$ cat src/rtl/markov_sequence_generator_pkg.sv
// Shared widths, state encoding and LFSR constants for the Markov generator and its learner.
// The widths match the learner's transition-list layout {prev_sym, next_sym, count}.
package markov_sequence_generator_pkg;

    localparam int SYM_W  = 8;
    localparam int CNT_W  = 8;
    localparam int ADDR_W = 6;
    localparam int LEN_W  = 8;
    localparam int IDX_W  = ADDR_W + 1;
    localparam int TOT_W  = ADDR_W + CNT_W + 1;
    localparam int LFSR_W = 16;
    localparam int PROD_W = LFSR_W + TOT_W;

    localparam logic [LFSR_W-1:0] LFSR_DEFAULT = 16'hACE1;
    // Right-shift Galois form of x^16 + x^14 + x^13 + x^11
    localparam logic [LFSR_W-1:0] LFSR_TAPS    = 16'hB400;

    typedef enum logic [2:0] {
        GEN_IDLE   = 3'd0,
        GEN_SUM    = 3'd1,
        GEN_DRAW   = 3'd2,
        GEN_SELECT = 3'd3,
        GEN_EMIT   = 3'd4,
        GEN_FINISH = 3'd5
    } gen_state_t;

    typedef struct packed {
        logic [SYM_W-1:0] prev;
        logic [SYM_W-1:0] next;
        logic [CNT_W-1:0] count;
    } tbl_entry_t;

    function automatic logic [LFSR_W-1:0] lfsr_advance(input logic [LFSR_W-1:0] v);
        return v[0] ? ((v >> 1) ^ LFSR_TAPS) : (v >> 1);
    endfunction

endpackage

$ cat src/rtl/markov_sequence_generator_if.sv
// Control, transition-list read port and symbol stream of the generator.
// master = generator side, slave = the environment (host, list RAM, downstream sink).
interface markov_sequence_generator_if;
    import markov_sequence_generator_pkg::*;

    logic              start;
    logic [SYM_W-1:0]  seed_sym;
    logic [LEN_W-1:0]  out_len;
    logic [IDX_W-1:0]  tbl_len;
    logic [LFSR_W-1:0] lfsr_seed;
    logic              busy;
    logic              done;
    logic              dead_end;

    logic [ADDR_W-1:0] tbl_addr;
    logic [SYM_W-1:0]  tbl_prev;
    logic [SYM_W-1:0]  tbl_next;
    logic [CNT_W-1:0]  tbl_count;

    logic [SYM_W-1:0]  sym_out;
    logic              sym_valid;
    logic              sym_ready;

    modport master (
        input  start, seed_sym, out_len, tbl_len, lfsr_seed,
        input  tbl_prev, tbl_next, tbl_count, sym_ready,
        output busy, done, dead_end, tbl_addr, sym_out, sym_valid
    );

    modport slave (
        output start, seed_sym, out_len, tbl_len, lfsr_seed,
        output tbl_prev, tbl_next, tbl_count, sym_ready,
        input  busy, done, dead_end, tbl_addr, sym_out, sym_valid
    );

endinterface

$ cat src/rtl/markov_sequence_generator_lfsr.sv
// 16-bit Galois LFSR: load (zero seed replaced by default) has priority over step.
// o_step_val is the value the register takes on the next step, available combinationally.
module markov_sequence_generator_lfsr
    import markov_sequence_generator_pkg::*;
(
    input  logic              clk,
    input  logic              rst,
    input  logic              i_load,
    input  logic [LFSR_W-1:0] i_seed,
    input  logic              i_step,
    output logic [LFSR_W-1:0] o_step_val
);

    logic [LFSR_W-1:0] r_lfsr;

    assign o_step_val = lfsr_advance(r_lfsr);

    always_ff @(posedge clk or posedge rst) begin
        if (rst) begin
            r_lfsr <= LFSR_DEFAULT;
        end else if (i_load) begin
            r_lfsr <= (i_seed == '0) ? LFSR_DEFAULT : i_seed;
        end else if (i_step) begin
            r_lfsr <= o_step_val;
        end
    end

endmodule

$ cat src/rtl/markov_sequence_generator.sv
// Walks the learned transition list to emit a count-weighted random symbol sequence.
// Per symbol: (tbl_len+1) sum + 1 draw + (hit+2) select + emit; sym_valid holds until sym_ready.
module markov_sequence_generator
    import markov_sequence_generator_pkg::*;
(
    input  logic clk,
    input  logic reset,
    markov_sequence_generator_if.master bus
);

    gen_state_t        r_state, w_state_nxt;
    logic [IDX_W-1:0]  r_idx, r_tbl_len;
    logic [SYM_W-1:0]  r_cur, r_next;
    logic [LEN_W-1:0]  r_out_len, r_emitted;
    logic [TOT_W-1:0]  r_total, r_run, r_draw;
    logic              r_dead_end;

    logic [LFSR_W-1:0] w_lfsr_step;
    logic              w_match, w_hit, w_scan_end, w_last_sym, w_zero_run;
    logic [TOT_W-1:0]  w_add, w_total_nxt, w_run_nxt, w_draw;
    logic              w_busy, w_done, w_sym_vld;

    markov_sequence_generator_lfsr u_lfsr (
        .clk        (clk),
        .rst        (reset),
        .i_load     ((r_state == GEN_IDLE) && bus.start),
        .i_seed     (bus.lfsr_seed),
        .i_step     (r_state == GEN_DRAW),
        .o_step_val (w_lfsr_step)
    );

    // Read data lags the address by one cycle, so index 0 carries no data yet.
    assign w_match     = (r_idx != '0) && (bus.tbl_prev == r_cur);
    assign w_add       = w_match ? TOT_W'(bus.tbl_count) : '0;
    assign w_total_nxt = r_total + w_add;
    assign w_run_nxt   = r_run + w_add;
    assign w_hit       = w_match && (w_run_nxt > r_draw);
    assign w_scan_end  = (r_idx == r_tbl_len);
    assign w_last_sym  = ((r_emitted + LEN_W'(1)) == r_out_len);
    assign w_zero_run  = (bus.out_len == '0) || (bus.tbl_len == '0);
    assign w_draw      = TOT_W'((PROD_W'(w_lfsr_step) * PROD_W'(r_total)) >> LFSR_W);

    always_ff @(posedge clk or posedge reset) begin
        if (reset) begin
            r_state <= GEN_IDLE;
        end else begin
            r_state <= w_state_nxt;
        end
    end

    always_comb begin
        w_state_nxt = r_state;
        w_busy      = 1'b0;
        w_done      = 1'b0;
        w_sym_vld   = 1'b0;
        case (r_state)
            GEN_IDLE: begin
                if (bus.start) begin
                    w_state_nxt = w_zero_run ? GEN_FINISH : GEN_SUM;
                end
            end
            GEN_SUM: begin
                w_busy = 1'b1;
                if (w_scan_end) begin
                    w_state_nxt = (w_total_nxt == '0) ? GEN_FINISH : GEN_DRAW;
                end
            end
            GEN_DRAW: begin
                w_busy      = 1'b1;
                w_state_nxt = GEN_SELECT;
            end
            GEN_SELECT: begin
                w_busy = 1'b1;
                if (w_hit) begin
                    w_state_nxt = GEN_EMIT;
                end else if (w_scan_end) begin
                    w_state_nxt = GEN_FINISH;
                end
            end
            GEN_EMIT: begin
                w_busy    = 1'b1;
                w_sym_vld = 1'b1;
                if (bus.sym_ready) begin
                    w_state_nxt = w_last_sym ? GEN_FINISH : GEN_SUM;
                end
            end
            GEN_FINISH: begin
                w_done      = 1'b1;
                w_state_nxt = GEN_IDLE;
            end
            default: w_state_nxt = GEN_IDLE;
        endcase
    end

    always_ff @(posedge clk or posedge reset) begin
        if (reset) begin
            r_idx      <= '0;
            r_tbl_len  <= '0;
            r_cur      <= '0;
            r_next     <= '0;
            r_out_len  <= '0;
            r_emitted  <= '0;
            r_total    <= '0;
            r_run      <= '0;
            r_draw     <= '0;
            r_dead_end <= 1'b0;
        end else begin
            case (r_state)
                GEN_IDLE: begin
                    if (bus.start) begin
                        r_cur      <= bus.seed_sym;
                        r_out_len  <= bus.out_len;
                        r_tbl_len  <= bus.tbl_len;
                        r_emitted  <= '0;
                        r_total    <= '0;
                        r_idx      <= '0;
                        r_dead_end <= (bus.tbl_len == '0) && (bus.out_len != '0);
                    end
                end
                GEN_SUM: begin
                    r_total <= w_total_nxt;
                    r_idx   <= w_scan_end ? '0 : r_idx + IDX_W'(1);
                    if (w_scan_end && (w_total_nxt == '0)) begin
                        r_dead_end <= 1'b1;
                    end
                end
                GEN_DRAW: begin
                    r_draw <= w_draw;
                    r_run  <= '0;
                    r_idx  <= '0;
                end
                GEN_SELECT: begin
                    r_run <= w_run_nxt;
                    if (w_hit) begin
                        r_next <= bus.tbl_next;
                        r_idx  <= '0;
                    end else if (w_scan_end) begin
                        // Only reachable if the list changed under us mid-run
                        r_idx      <= '0;
                        r_dead_end <= 1'b1;
                    end else begin
                        r_idx <= r_idx + IDX_W'(1);
                    end
                end
                GEN_EMIT: begin
                    if (bus.sym_ready) begin
                        r_cur     <= r_next;
                        r_emitted <= r_emitted + LEN_W'(1);
                        r_total   <= '0;
                    end
                end
                default: ;
            endcase
        end
    end

    assign bus.busy      = w_busy;
    assign bus.done      = w_done;
    assign bus.dead_end  = r_dead_end;
    assign bus.tbl_addr  = r_idx[ADDR_W-1:0];
    assign bus.sym_valid = w_sym_vld;
    assign bus.sym_out   = w_sym_vld ? r_next : '0;

endmodule

$ cat src/flat_wrapper.sv
// flat-port wrapper written by rule: the top's interface ports become plain ports
module markov_sequence_generator_flat import markov_sequence_generator_pkg::*;
  (clk, reset, bus_start, bus_seed_sym, bus_out_len, bus_tbl_len, bus_lfsr_seed, bus_tbl_prev, bus_tbl_next, bus_tbl_count, bus_sym_ready, bus_busy, bus_done, bus_dead_end, bus_tbl_addr, bus_sym_out, bus_sym_valid);
  markov_sequence_generator_if bus_i ();
  input  logic clk;
  input  logic reset;
  input wire logic [$bits(bus_i.start)-1:0] bus_start;
  input wire logic [$bits(bus_i.seed_sym)-1:0] bus_seed_sym;
  input wire logic [$bits(bus_i.out_len)-1:0] bus_out_len;
  input wire logic [$bits(bus_i.tbl_len)-1:0] bus_tbl_len;
  input wire logic [$bits(bus_i.lfsr_seed)-1:0] bus_lfsr_seed;
  input wire logic [$bits(bus_i.tbl_prev)-1:0] bus_tbl_prev;
  input wire logic [$bits(bus_i.tbl_next)-1:0] bus_tbl_next;
  input wire logic [$bits(bus_i.tbl_count)-1:0] bus_tbl_count;
  input wire logic [$bits(bus_i.sym_ready)-1:0] bus_sym_ready;
  output wire logic [$bits(bus_i.busy)-1:0] bus_busy;
  output wire logic [$bits(bus_i.done)-1:0] bus_done;
  output wire logic [$bits(bus_i.dead_end)-1:0] bus_dead_end;
  output wire logic [$bits(bus_i.tbl_addr)-1:0] bus_tbl_addr;
  output wire logic [$bits(bus_i.sym_out)-1:0] bus_sym_out;
  output wire logic [$bits(bus_i.sym_valid)-1:0] bus_sym_valid;
  assign bus_i.start = bus_start;
  assign bus_i.seed_sym = bus_seed_sym;
  assign bus_i.out_len = bus_out_len;
  assign bus_i.tbl_len = bus_tbl_len;
  assign bus_i.lfsr_seed = bus_lfsr_seed;
  assign bus_i.tbl_prev = bus_tbl_prev;
  assign bus_i.tbl_next = bus_tbl_next;
  assign bus_i.tbl_count = bus_tbl_count;
  assign bus_i.sym_ready = bus_sym_ready;
  assign bus_busy = bus_i.busy;
  assign bus_done = bus_i.done;
  assign bus_dead_end = bus_i.dead_end;
  assign bus_tbl_addr = bus_i.tbl_addr;
  assign bus_sym_out = bus_i.sym_out;
  assign bus_sym_valid = bus_i.sym_valid;
  markov_sequence_generator u_core (.clk(clk), .reset(reset), .bus(bus_i));
endmodule
$ cat config.mk
export PLATFORM = sky130hd
export DESIGN_NAME = markov_sequence_generator_flat
export DESIGN_NICKNAME = d
export VERILOG_FILES = /design/src/rtl/markov_sequence_generator_pkg.sv /design/src/rtl/markov_sequence_generator_if.sv /design/src/rtl/markov_sequence_generator_lfsr.sv /design/src/rtl/markov_sequence_generator.sv /design/src/flat_wrapper.sv
export SDC_FILE = /design/constraint.sdc
export NUM_CORES = 1
export LEC_CHECK = 0
export ABC_AREA = 0
export ABC_CLOCK_PERIOD_IN_PS = 6300
export CORE_MARGIN = 1
export CORE_UTILIZATION = 27
export DETAILED_ROUTE_END_ITERATION = 6
export PLACE_DENSITY_LB_ADDON = 0.25
export SKIP_LAST_GASP = 1
export SLEW_MARGIN = 20
export SYNTH_ARGS = -nofsm -noshare
export SYNTH_HDL_FRONTEND = slang
export SYNTH_SLANG_ARGS = --single-unit
$ cat constraint.sdc
create_clock -name clk -period 6.3 [get_ports clk]
set_clock_uncertainty 0.05 [all_clocks]
set_input_delay 0.945 -clock clk [delete_from_list [all_inputs] [get_ports clk]]
set_output_delay 0.945 -clock clk [all_outputs]
set_load 0.02 [all_outputs]
-- After elaboration in Yosys (flattened, before gate mapping)
Index checks and enable logic that the tools add are counted.
- $lt $le $gt $ge: 1
- bitwise gates (word level): 1
- reductions and logical operators: 27
- equality and inequality tests: 15
- $add $sub $neg: 4
- multiplexer cells: 37
- $mul: 1
- operator list (operator ; count):
    16-bit 2-to-1 mux ; 4
    8-bit 2-to-1 mux ; 6
    15-bit one-hot mux with 3 select lines ; 1
    8-bit one-hot mux with 2 select lines ; 2
    16-bit by 15-bit multiplier with 31-bit output ; 1
    15-bit adder ; 2
    15-bit 2-to-1 mux ; 2
    15-bit one-hot mux with 2 select lines ; 1
    7-bit one-hot mux with 4 select lines ; 1
    3-bit 2-to-1 mux ; 8
    7-bit 2-to-1 mux ; 3
    8-bit == test ; 2
    16-bit zero test ; 1
    15-bit > comparator ; 1
    15-bit zero test ; 1
    3-bit one-hot mux with 5 select lines ; 1
    8-bit by 1-bit adder with 8-bit output (second input constant) ; 1
    8-bit zero test ; 1
    8-bit nonzero test ; 1
    7-bit by 1-bit adder with 7-bit output (second input constant) ; 1
    7-bit == test ; 1
    7-bit zero test ; 1
    1-bit 2-to-1 mux ; 7
    7-bit nonzero test ; 1
    19 further kinds ; 35
- output and inout bits: 18
- input port bits: 67
- word-level logic and storage cells: 98
- bits in registers: 111

-- Logic depth before layout (Yosys ltp)
Gate-level depths: netlist (run 1).
- depth in word-level cells: 8
- mapped depth: 25
- gate-level depth less buffers: 24

-- By module
From an unflattened synthesis (run 1), not the netlist that was laid out.
- cell total of the unflattened synthesis: 1588
- area, all modules: 14238.7 um2
- modules (own cells, without submodules) (module ; sequential area each (um2) ; cells each ; area each (um2) ; instances):
    markov_sequence_generator ; 2377.3 ; 1505 ; 13331.5 ; 1
    markov_sequence_generator_lfsr ; 410.4 ; 83 ; 907.1 ; 1

-- Worst setup path before layout (run 1)
Ideal clock, no wire load.
- path kind: register to register
- start point: reg u_core.u_lfsr.r_lfsr[0]
- end point: reg u_core.r_draw[8]
- arrival time: 6279 ps
- path slack: -158 ps
- data required time: 6121 ps
- buffers on the path: 2
- period minus slack after synthesis: 6458 ps
- library setup time: 129 ps
- cell stages (with the launch flop): 23
- path through: dfstp_2 -> clkbuf_1 -> xor2_1 -> clkbuf_1 -> nand2_1 -> fa_1 -> fa_1 -> inv_1 -> fa_1 -> inv_1 -> fa_1 -> fa_1 -> fa_1 -> inv_1 -> ha_1 -> nand3_1 -> a211o_1 -> o211a_1 -> o31ai_1 -> a211oi_1 -> o21ai_1 -> xnor2_1 -> o21ai_1
- cells in the longest elaborated chain, start to end: 2
- ends and longest elaborated chain (item ; RTL line ; RTL):
    start, declared ; markov_sequence_generator_lfsr.sv:14 ; logic [LFSR_W-1:0] r_lfsr;
    start signal, assigned ; markov_sequence_generator_lfsr.sv:22 ; r_lfsr <= (i_seed == '0) ? LFSR_DEFAULT : i_seed;
    start signal, assigned ; markov_sequence_generator_lfsr.sv:24 ; r_lfsr <= o_step_val;
    16-bit 2-to-1 mux ; markov_sequence_generator_pkg.sv:34 ; return v[0] ? ((v >> 1) ^ LFSR_TAPS) : (v >> 1);
    16-bit by 15-bit multiplier with 31-bit output ; markov_sequence_generator.sv:41 ; assign w_draw = TOT_W'((PROD_W'(w_lfsr_step) * PROD_W'(r_total)) >> LFSR_W);
    end signal, assigned ; markov_sequence_generator.sv:128 ; r_draw <= w_draw;
    end, declared ; markov_sequence_generator.sv:15 ; logic [TOT_W-1:0] r_total, r_run, r_draw;
Every way passes these cells.
A chain may end at the register's enable or synchronous reset.

-- Worst setup path in the final report (run 1)
- start point: reg u_core.u_lfsr.r_lfsr[0]
- end point: reg u_core.r_draw[6]
The elaborated chain is that of the path after synthesis.

==> results of run 1 <==
==> critical path, stage by stage (launching register included) <==
cell and delay, ns:
dfstp_2 0.63, xor2_2 0.19, buf_6 0.14, buf_4 0.11, and2_1 0.16, fa_1 0.46
fa_1 0.52, inv_1 0.05, fa_2 0.46, fa_1 0.57, fa_1 0.44, fa_1 0.49
inv_1 0.04, ha_1 0.28, nand3_1 0.07, a211o_1 0.30, o211a_4 0.27, o31ai_4 0.28
buf_4 0.16, a21oi_1 0.09, xnor2_1 0.14, o21ai_0 0.08
==> cells in the mapped netlist, drive strengths merged (14+ instances only) <==
master,instances,area (um2)
o21ai,87,435.4
fa,179,3583
xor2,36,315.3
xnor2,34,297.8
dfrtp,103,2577
ha,126,1577
inv,231,867.1
nor2,50,187.7
and2,148,925.9
nor3,14,85.08
a21o,17,127.6
and3,18,112.6
a21oi,46,230.2
a31oi,19,118.9
nand3,25,125.1
nand2,254,953.4
clkbuf,71,266.5
==> state kept, by name, indices dropped and copies added, names as in the netlist <==
register	cells
u_core.r_total	15
u_core.r_tbl_len	7
u_core.r_state	3
u_core.r_draw	15
u_core.u_lfsr.r_lfsr	16
u_core.r_next	8
u_core.r_out_len	8
u_core.bus.dead_end	1
u_core.r_run	15
u_core.r_idx	7
u_core.r_emitted	8
u_core.r_cur	8
==> cell families (layout without fill, tap and decap cells) <==
family	count (synthesis)	in the layout	share of synthesized area
xor gates and xnor gates	70	70	0.04293
buffers and inverters	309	410	0.08288
AOI/OAI and AO/OA	246	246	0.1114
adders and majority gates	305	305	0.3613
muxes	16	16	0.01191
DFF	111	111	0.1952
and+or+nand+nor	562	562	0.1944
==> worst paths after layout <==
check | start | endpoint | slack (ns)
max in group asynchronous | reset | u_core.u_lfsr.r_lfsr[3] | 3.95
hold reg to reg | u_core.r_draw[14] | u_core.r_draw[14] | 0.43
setup reg to reg | u_core.u_lfsr.r_lfsr[0] | u_core.r_draw[6] | 0.16
hold / removal | u_core.r_draw[14] | u_core.r_draw[14] | 0.43
min in group asynchronous | reset | u_core.r_out_len[2] | 0.98
setup / recovery | u_core.u_lfsr.r_lfsr[0] | u_core.r_draw[6] | 0.16
==> through the flow <==
step	area [um2]	setup WS (ns)	total power, W
after detailed placement	16250	-0.09432	0.003930
after global placement	16250	0.01071	0.003924
final	16750	0.1618	0.004672
after global routing	16750	-0.02185	0.005162
after floorplan	14290	0.08316	0.002942
after CTS	16560	0.01652	0.004598
==> power by group <==
group          switching (W)  total (W)  internal [W]  leakage (nW)
Sequential          0.000322    0.00123      0.000909          1.41
Combinational        0.00164    0.00283       0.00119          6.72
Clock               0.000323   0.000610      0.000287         0.152
==> routing by layer <==
layer / up-vias / global-route usage / share of wire
li1: 5402 / - / -
met2: 175 / 0.2592 / 0.48
met1: 5573 / 0.2076 / 0.47
met5: - / 0 / 0
met3: 36 / 0.02173 / 0.032
met4: 0 / 0.02961 / 0.015
==> cell type report <==
cell class                 count  area (um2)
clock inverter                 7       80.08
inverter                     231       869.6
clock buffer                   9       225.2
multi-input combinational   1199       10480
fill                        5454       35070
sequential                   111        2788
timing repair buffer         163        1454
tap                          680       850.8
==> layout by cell type (no fill, tap or decap), types with 42 or more instances in the layout <==
cell type	n
a21oi_1	42
and2_1	144
buf_4	76
clkdlybuf4s50_1	84
dfrtp_1	103
fa_1	176
ha_1	123
inv_1	223
nand2_1	254
nor2_1	49
o21ai_0	73
==> repair_timing <==
item,in CTS,in global routing
gates resized for setup,2,40
setup endpoints to repair,4,20
buffers inserted,0,4
pin swaps,0,36
==> metrics.md, run 1 <==
| Metric | Value |
|---|---|
| Status | complete, no violations |
| PortBufs | 84 |
| First drt pass iteration count | 5 |
| DRT Wirelength | 38,990 um |
| Effective utilization at floorplan | 0.2756 |
| Worst Path Max Fanout | 6 |
| Fin crit period | 6.138 ns |
| Mapped Cells | 1,619 |
| Die height | 232.0 um |
| Post-synthesis sequential area ratio | 0.1952 |
| Post-synth ARST share | 1.000 |
| CTS Root Cell | clkbuf_16 |
| CTS Sinks | 111 |
| CTS tree | built |
| DR WL/cell | 16.25 um |
| First DRT Iteration DRCs | 547 |
| Max Freq | 162.9 MHz |
| Relative slew slack | 0.3313 |
| Max-slew violations | 0 |
| Startpoint Class | register |
| Final Non-Filler Cells | 2,400 |
| Core area | 51,820 um2 |
| Fin nets | 2,087 |
| I/O Pins | 85 |
| # setup viols final | 0 |
| Diodes inserted | 0 |
| Area Growth Syn to Fin | 17.27% |
| Accumulated negative setup slack | 0 ns |
| H-tree depth | 3 |
| Via count | 11,190 |
| Die width | 232.0 um |
| Synth unique cells | 67 |
| Crit end category | register |
| Pwr dens | 279.0 nW/um2 |
| R2R cell count | 21 |
| Avg Inst Size Synth | 8.821 um2 |
| Max Root-Sink Buffers | 2 |
| Hold path depth | 2 |
| Final period util | 0.9743 |
| WP data required | 6.49 ns |
| Max VDD drop | 0.1403 mV |
| Data arrival, critical path | 6.33 ns |
| Setup CP Type | register to register |
| Fin util | 0.3232 |
| Placed Instances | 2,380 |
| Worst Tran Pin Value | 1.003 ns |
| Dpl hpwl | 31,660 um |
| Grt ovf | 0 |
| Die area | 53,820 um2 |
| HP Class | register to register |
| Clock buffer count from CTS | 9 |
| Overall routing resource usage | 0.1533 |
| WHS | 0.4343 ns |
| Initial antenna violation count | 0 |
| MaxCap Viol Count | 0 |
| Clock transition at path regs | 0.08 ns |
| Syn Nets | 1,991 |
| #FFs+latches synth | 111 |
| Skew-Pair Late Insertion Delay | 0.38 ns |
| Ys Warns | 0 |
| Synth Flop Type | dfrtp_1 |
| Residual DRC count | 0 |
| Leakage | 8.276 nW |
| First-pass GRT wire length | 64,830 um |
| Hold Fails Final Rpt | 0 |
| EDFF count, synth | 0 |
| Largest net degree at the start of global routing | 59 |
| Vias in the first global route | 11,890 |
| Fraction of layout cells with a size suffix above 1 | 0.09244 |
| Hold Buf Count CTS | 0 |
| Routed Antenna Nets | 0 |
| Final Wtd Congestion | 0.8466 |
| # rows | 83 |
| Vias per inst | 4.661 |
| Mapped Area | 14,280 um2 |
No activity file was read; power rests on OpenSTA's default activity.
==> run 2, diff against run 1 <==
Settings changed: CTS_CLUSTER_DIAMETER from default to 50.
==> results of run 2 <==
The final DEF is identical to that of run 1; final timing and power are the same.
